===== src/rtl/board_row_store.sv =====
// One board row: N_POINTS cells with guarded writes, an occupancy count, an indexed read and a clear sweep.
// Latency: a write reaches row_q and wr_ack/wr_reject after 1 cycle; a clear takes N_POINTS cycles in CLEAR.
// Backpressure: wr_ready is low while sweeping or when clr_start is high; the requester holds wr_valid.
module board_row_store #(
  parameter int N_POINTS        = 16,
  parameter int INFO_W          = 2,
  parameter int SEL_W           = 4,
  parameter int ALLOW_OVERWRITE = 0
) (
  input  logic                         clock,
  input  logic                         reset,
  input  logic                         wr_valid,
  output logic                         wr_ready,
  input  logic [SEL_W-1:0]             wr_sel,
  input  logic [INFO_W-1:0]            wr_data,
  output logic                         wr_ack,
  output logic                         wr_reject,
  input  logic                         clr_start,
  output logic                         clr_busy,
  input  logic [SEL_W-1:0]             rd_sel,
  output logic [INFO_W-1:0]            rd_data,
  output logic [N_POINTS*INFO_W-1:0]   row_q,
  output logic [SEL_W:0]               occ_count
);

  typedef enum logic [0:0] {
    ST_IDLE  = 1'b0,
    ST_CLEAR = 1'b1
  } state_t;

  localparam logic [SEL_W:0]   N_EXT    = (SEL_W+1)'(N_POINTS);
  localparam logic [SEL_W-1:0] LAST_IDX = SEL_W'(N_POINTS - 1);

  state_t              state;
  state_t              state_nxt;
  logic [INFO_W-1:0]   cells [N_POINTS];
  logic [SEL_W-1:0]    clr_idx;

  logic [INFO_W-1:0]   wr_cur;
  logic [INFO_W-1:0]   clr_cur;
  logic [INFO_W-1:0]   rd_cur;
  logic                wr_in_range;
  logic                wr_fire;
  logic                wr_refuse;
  logic                wr_store;
  logic                occ_inc;
  logic                occ_dec;

  // Cell lookups by explicit compare so out-of-range indices read as empty.
  always_comb begin
    wr_cur  = '0;
    clr_cur = '0;
    rd_cur  = '0;
    for (int i = 0; i < N_POINTS; i++) begin
      if (wr_sel == SEL_W'(i))  wr_cur  = cells[i];
      if (clr_idx == SEL_W'(i)) clr_cur = cells[i];
      if (rd_sel == SEL_W'(i))  rd_cur  = cells[i];
    end
  end

  // Write acceptance, refusal rules and occupancy deltas; clear and writes never overlap.
  always_comb begin
    wr_ready    = (state == ST_IDLE) && !clr_start;
    wr_fire     = wr_valid && wr_ready;
    wr_in_range = {1'b0, wr_sel} < N_EXT;
    wr_refuse   = !wr_in_range ||
                  ((ALLOW_OVERWRITE == 0) && (wr_cur != '0) && (wr_data != '0));
    wr_store    = wr_fire && !wr_refuse;
    occ_inc     = wr_store && (wr_cur == '0) && (wr_data != '0);
    occ_dec     = (wr_store && (wr_cur != '0) && (wr_data == '0)) ||
                  ((state == ST_CLEAR) && (clr_cur != '0));
  end

  // FSM state register.
  always_ff @(posedge clock) begin
    if (!reset) state <= ST_IDLE;
    else        state <= state_nxt;
  end

  // FSM next state: a clear request starts the sweep, the last index ends it.
  always_comb begin
    state_nxt = state;
    case (state)
      ST_IDLE:  if (clr_start) state_nxt = ST_CLEAR;
      ST_CLEAR: if (clr_idx == LAST_IDX) state_nxt = ST_IDLE;
      default:  state_nxt = ST_IDLE;
    endcase
  end

  // Cell storage, sweep index, occupancy count and the one-cycle result pulses.
  always_ff @(posedge clock) begin
    if (!reset) begin
      for (int i = 0; i < N_POINTS; i++) cells[i] <= '0;
      clr_idx   <= '0;
      occ_count <= '0;
      wr_ack    <= 1'b0;
      wr_reject <= 1'b0;
    end else begin
      wr_ack    <= wr_store;
      wr_reject <= wr_fire && wr_refuse;
      if (state == ST_CLEAR) begin
        for (int i = 0; i < N_POINTS; i++) begin
          if (clr_idx == SEL_W'(i)) cells[i] <= '0;
        end
        clr_idx <= (clr_idx == LAST_IDX) ? '0 : clr_idx + SEL_W'(1);
      end else begin
        clr_idx <= '0;
        if (wr_store) begin
          for (int i = 0; i < N_POINTS; i++) begin
            if (wr_sel == SEL_W'(i)) cells[i] <= wr_data;
          end
        end
      end
      if (occ_inc)      occ_count <= occ_count + (SEL_W+1)'(1);
      else if (occ_dec) occ_count <= occ_count - (SEL_W+1)'(1);
    end
  end

  // Flattened row view, cell i at [i*INFO_W +: INFO_W].
  always_comb begin
    row_q = '0;
    for (int i = 0; i < N_POINTS; i++) row_q[i*INFO_W +: INFO_W] = cells[i];
  end

  assign rd_data  = rd_cur;
  assign clr_busy = (state == ST_CLEAR);

endmodule

===== config.mk =====
export PLATFORM = sky130hd
export DESIGN_NAME = board_row_store
export DESIGN_NICKNAME = d
export VERILOG_FILES = /design/src/rtl/board_row_store.sv
export SDC_FILE = /design/constraint.sdc
export NUM_CORES = 1
export LEC_CHECK = 0
export CAP_MARGIN = 40
export CORE_ASPECT_RATIO = 1.25
export CORE_MARGIN = 2
export CORE_UTILIZATION = 25
export DETAILED_ROUTE_END_ITERATION = 8
export SYNTH_ARGS = -nofsm -noshare
export SYNTH_HDL_FRONTEND = slang
export SYNTH_SLANG_ARGS = --single-unit

===== constraint.sdc =====
create_clock -name clock -period 5.8 [get_ports clock]
set_clock_uncertainty 0.05 [all_clocks]
set_input_delay 1.74 -clock clock [delete_from_list [all_inputs] [get_ports clock]]
set_output_delay 1.74 -clock clock [all_outputs]
set_load 0.05 [all_outputs]

==> metrics.md, run 1 <==
| Metric | Value |
|---|---|
| Power per standard cell area | 219 nW/um^2 |
| Cell count after synthesis | a little under 400 |
| I/O pin cnt | 57 |
| Worst Path Max Fanout | 8 |
| Fillers | ~1400 |
| Post-CTS Setup Inserts | 0 |
| Residual DRC | 0 |
| Die area | 14700 sq um |
| Period utilisation layout | 97.4% |
| Initial antenna violation count | 0 |
| CP max stage delay | 600 ps |
| Routed Antenna Nets | 0 |
| GRT Util Overall | 16.1% |
| Via/cell ratio | between 5 and 6 |
| Clock Latency Late Sink | 290 ps |
| Worst VDD drop | just over 0.0001 V |
| Cell variety after synth | 77 |
| GPL Wtd Cong | around 0.88 |
| Crit path buf inv count | 3 |
| CP Capture Type | output port |
| Transition time of the tightest slew-check pin | ~760 ps |
| Switching share of power | about a third |
| Post-cts sizing count | 0 |
| Core area | 13300 sq um |
| Crit-path cells | clkdlybuf4s50_1, inv_1, nor3_2, a21boi_0, o32ai_1, o21bai_1, a31oi_1, a2bb2oi_2, buf_12 |
| First element of the critical path | rd_sel[1] |
| Initial DRC Count | 257 |
| Layout cells sized above 1 | 12.4% |
| Number of synthesized flops with an enable pin | 30 |
| I/O Buffers | 56 |
| Asr flop ratio synth | 0% |
| Worst slack, placed | 56.3 ps |
| Most common flop cell mapped by yosys | edfxtp_1 |
| Net Sw Power | 301 uW |
| Final hold vios | 0 |
| Final Net Count | between 400 and 500 |
| Cell family with most CP delay | buffers and inverters |
| TritonCTS Buffers | 5 |
| Mapped Nets | between 400 and 500 |
| Antenna fix cells | 0 |
| Most frequent cells in the layout | 54 x clkdlybuf4s50_1, 44 x nor2_1, 31 x nand2_1, 30 x edfxtp_1, 22 x a21oi_1 |
| Max Clk Rate | 177 MHz |
| CP max-delay cell | clkdlybuf4s50_1 |
| Max-slew headroom | 49.5% |
| Minimum clock period | 5650 ps |
| Setup crit end | rd_data[1] |
| HP Class | register to register |
| Routed via count | between 3000 and 4000 |
| Final max-slew violation count | 0 |
| Total global routing overflow | 0 |
| Hold_buf cts | 0 |
| DR WL/cell | 19.4 um |
| Die Height | 135 um |
| H-tree depth | 2 |
| Critical path type | input pin to output port |
| CP required | 4010 ps |
| Critical R2R Capture | occ_count[4]$_SDFFE_PN0P_ |
| Setup violators final | 0 |
| Syn Std Cell Area | between 3000 and 4000 sq um |
| Seq pwr share | 39.0% |
| Clock transition at the registers of the reported paths | 60 ps |
| Worst r2r src | cells[0][6]$_SDFFCE_PN0P_ |
| Flops & latches, synth | 44 |
| Seq/Total Area, Yosys | between 30 and 40% |
| Combinational Power Share | a little over a quarter |
| MaxCap Viol Count | 0 |
| Internal power | 644 uW |
| Starting density of the core | approximately a quarter |
| Critical Path AT | 3860 ps |
| Static leakage | 0.00143 uW |
| Vias in the first global route | 3315 |
| Status | completed |
| R2r setup slk | around 2500 ps |
| Die width | 109 um |
| Largest net degree at the start of global routing | 25 |
| Fin worst setup slack | 152 ps |
| Drt total wl | 11800 um |
| Mapped Avg Cell Area | roughly 8.8 sq um |
| CTS tree | built |
| Commonest non-fill, non-tap cell in the layout | clkdlybuf4s50_1 |
| CP Depth | 9 |
| Longest Clk Path Bufs | 2 |
| First-pass GRT wire length | 18000 um |
| CTS sink count | 44 |
| Clock power frac | approximately a third |
| First-pass DRT Iterations | 5 |
| Yosys Warn Count | 0 |
| Final HPWL DP | 9020 um |
| R2R depth | 14 |
| Layout area overhead | 25.7% |
| Site row count | 47 |
| RSZ-0062 raised after global routing | false |
| Startpoint Class | input pin |
| Clk root buf | clkbuf_16 |
| Setup TNS | 0 ps |
## tightest hold or removal path, stage by stage, from the launching register on
cell	delay (ps)
dfxtp_1	320
nand2_1	50
mux2i_1	50
## through the flow
stage	total power [uW]	area [sq um]	utilization, %	instances	hold WS, ps
2_1_floorplan	539	3430	-	390	395
3_3_place_gp	617	4130	30.9	600	410
3_5_place_dp	622	4130	30.9	600	410
4_1_cts	946	4300	32.2	608	426
5_1_grt	981	4310	32.3	608	441
6_report	945	4310	32.3	608	423
## layer usage
layer	track usage, %	share of wire [%]
met1	19.7	41
met2	27.5	48
met3	2.90	7.2
met4	6.55	3.4
met5	0	0
## worst min path at each step
stage,from,slack [ps],to,cells after the start
global route,occ_count[4]$_SDFFE_PN0P_,440,occ_count[4]$_SDFFE_PN0P_,2
detailed placement,occ_count[4]$_SDFFE_PN0P_,410,occ_count[4]$_SDFFE_PN0P_,2
finish,occ_count[4]$_SDFFE_PN0P_,420,occ_count[4]$_SDFFE_PN0P_,2
floorplan,clr_idx[0]$_SDFF_PP0_,390,clr_idx[0]$_SDFF_PP0_,1
CTS,occ_count[4]$_SDFFE_PN0P_,430,occ_count[4]$_SDFFE_PN0P_,2
global placement,occ_count[4]$_SDFFE_PN0P_,410,occ_count[4]$_SDFFE_PN0P_,2
## state kept, by name, summed over array words and instances (netlist names)
| name | flops |
|---|---|
| wr_ack | 1 |
| occ_count | 5 |
| wr_reject | 1 |
| cells | 32 |
| clr_busy | 1 |
| clr_idx | 4 |
## final cells by class
type / instances / area [sq um] / share of cell area, %
multi-input combinational: 297 / 2010 / 46.6
sequential: 44 / 1180 / 27.4
timing repair buffer: 66 / 656 / 15.2
clock inverter: 3 / 42.5 / 0.987
tap: 171 / 214 / 4.96
inverter: 22 / 85.1 / 1.97
clock buffer: 5 / 125 / 2.90
## power by group through the flow
stage	logic (uW)	clock network, uW	registers, uW
after floorplan	127	0	412
after global placement	242	0	375
after detailed placement	247	0	375
after CTS	248	329	369
after global routing	266	345	370
final	249	327	369
## Yosys cell counts (8+ instances only)
library cell	count	area, sq um
o21ai_0	13	65.1
edfxtp_1	30	901
o221ai_1	15	131
nor3_1	10	50.1
inv_1	18	67.6
a21oi_1	22	110
clkbuf_1	11	41.3
a211oi_1	8	60.1
nand2b_1	8	50.1
nand2_1	31	116
nor2_2	12	75.1
nand3_1	9	45.0
nor2_1	44	165
dfxtp_1	14	280
## kinds of logic after synthesis
group | synth area share [%]
buffers and inverters | 7.34
flip-flops | 34.5
multiplexers | 2.74
AO/OA/AOI/OAI | 26.8
XOR/XNOR | 1.02
adder cells (fa/ha/maj) | 3.14
AND/OR/NAND/NOR | 24.5
Note: power is estimated with default switching activity, not from simulation.
==> run 2: changes to the inputs <==
- CAP_MARGIN: 40 -> not set
==> results of run 2 <==
Same layout as run 1: the final DEF is identical, and so are final timing and power.
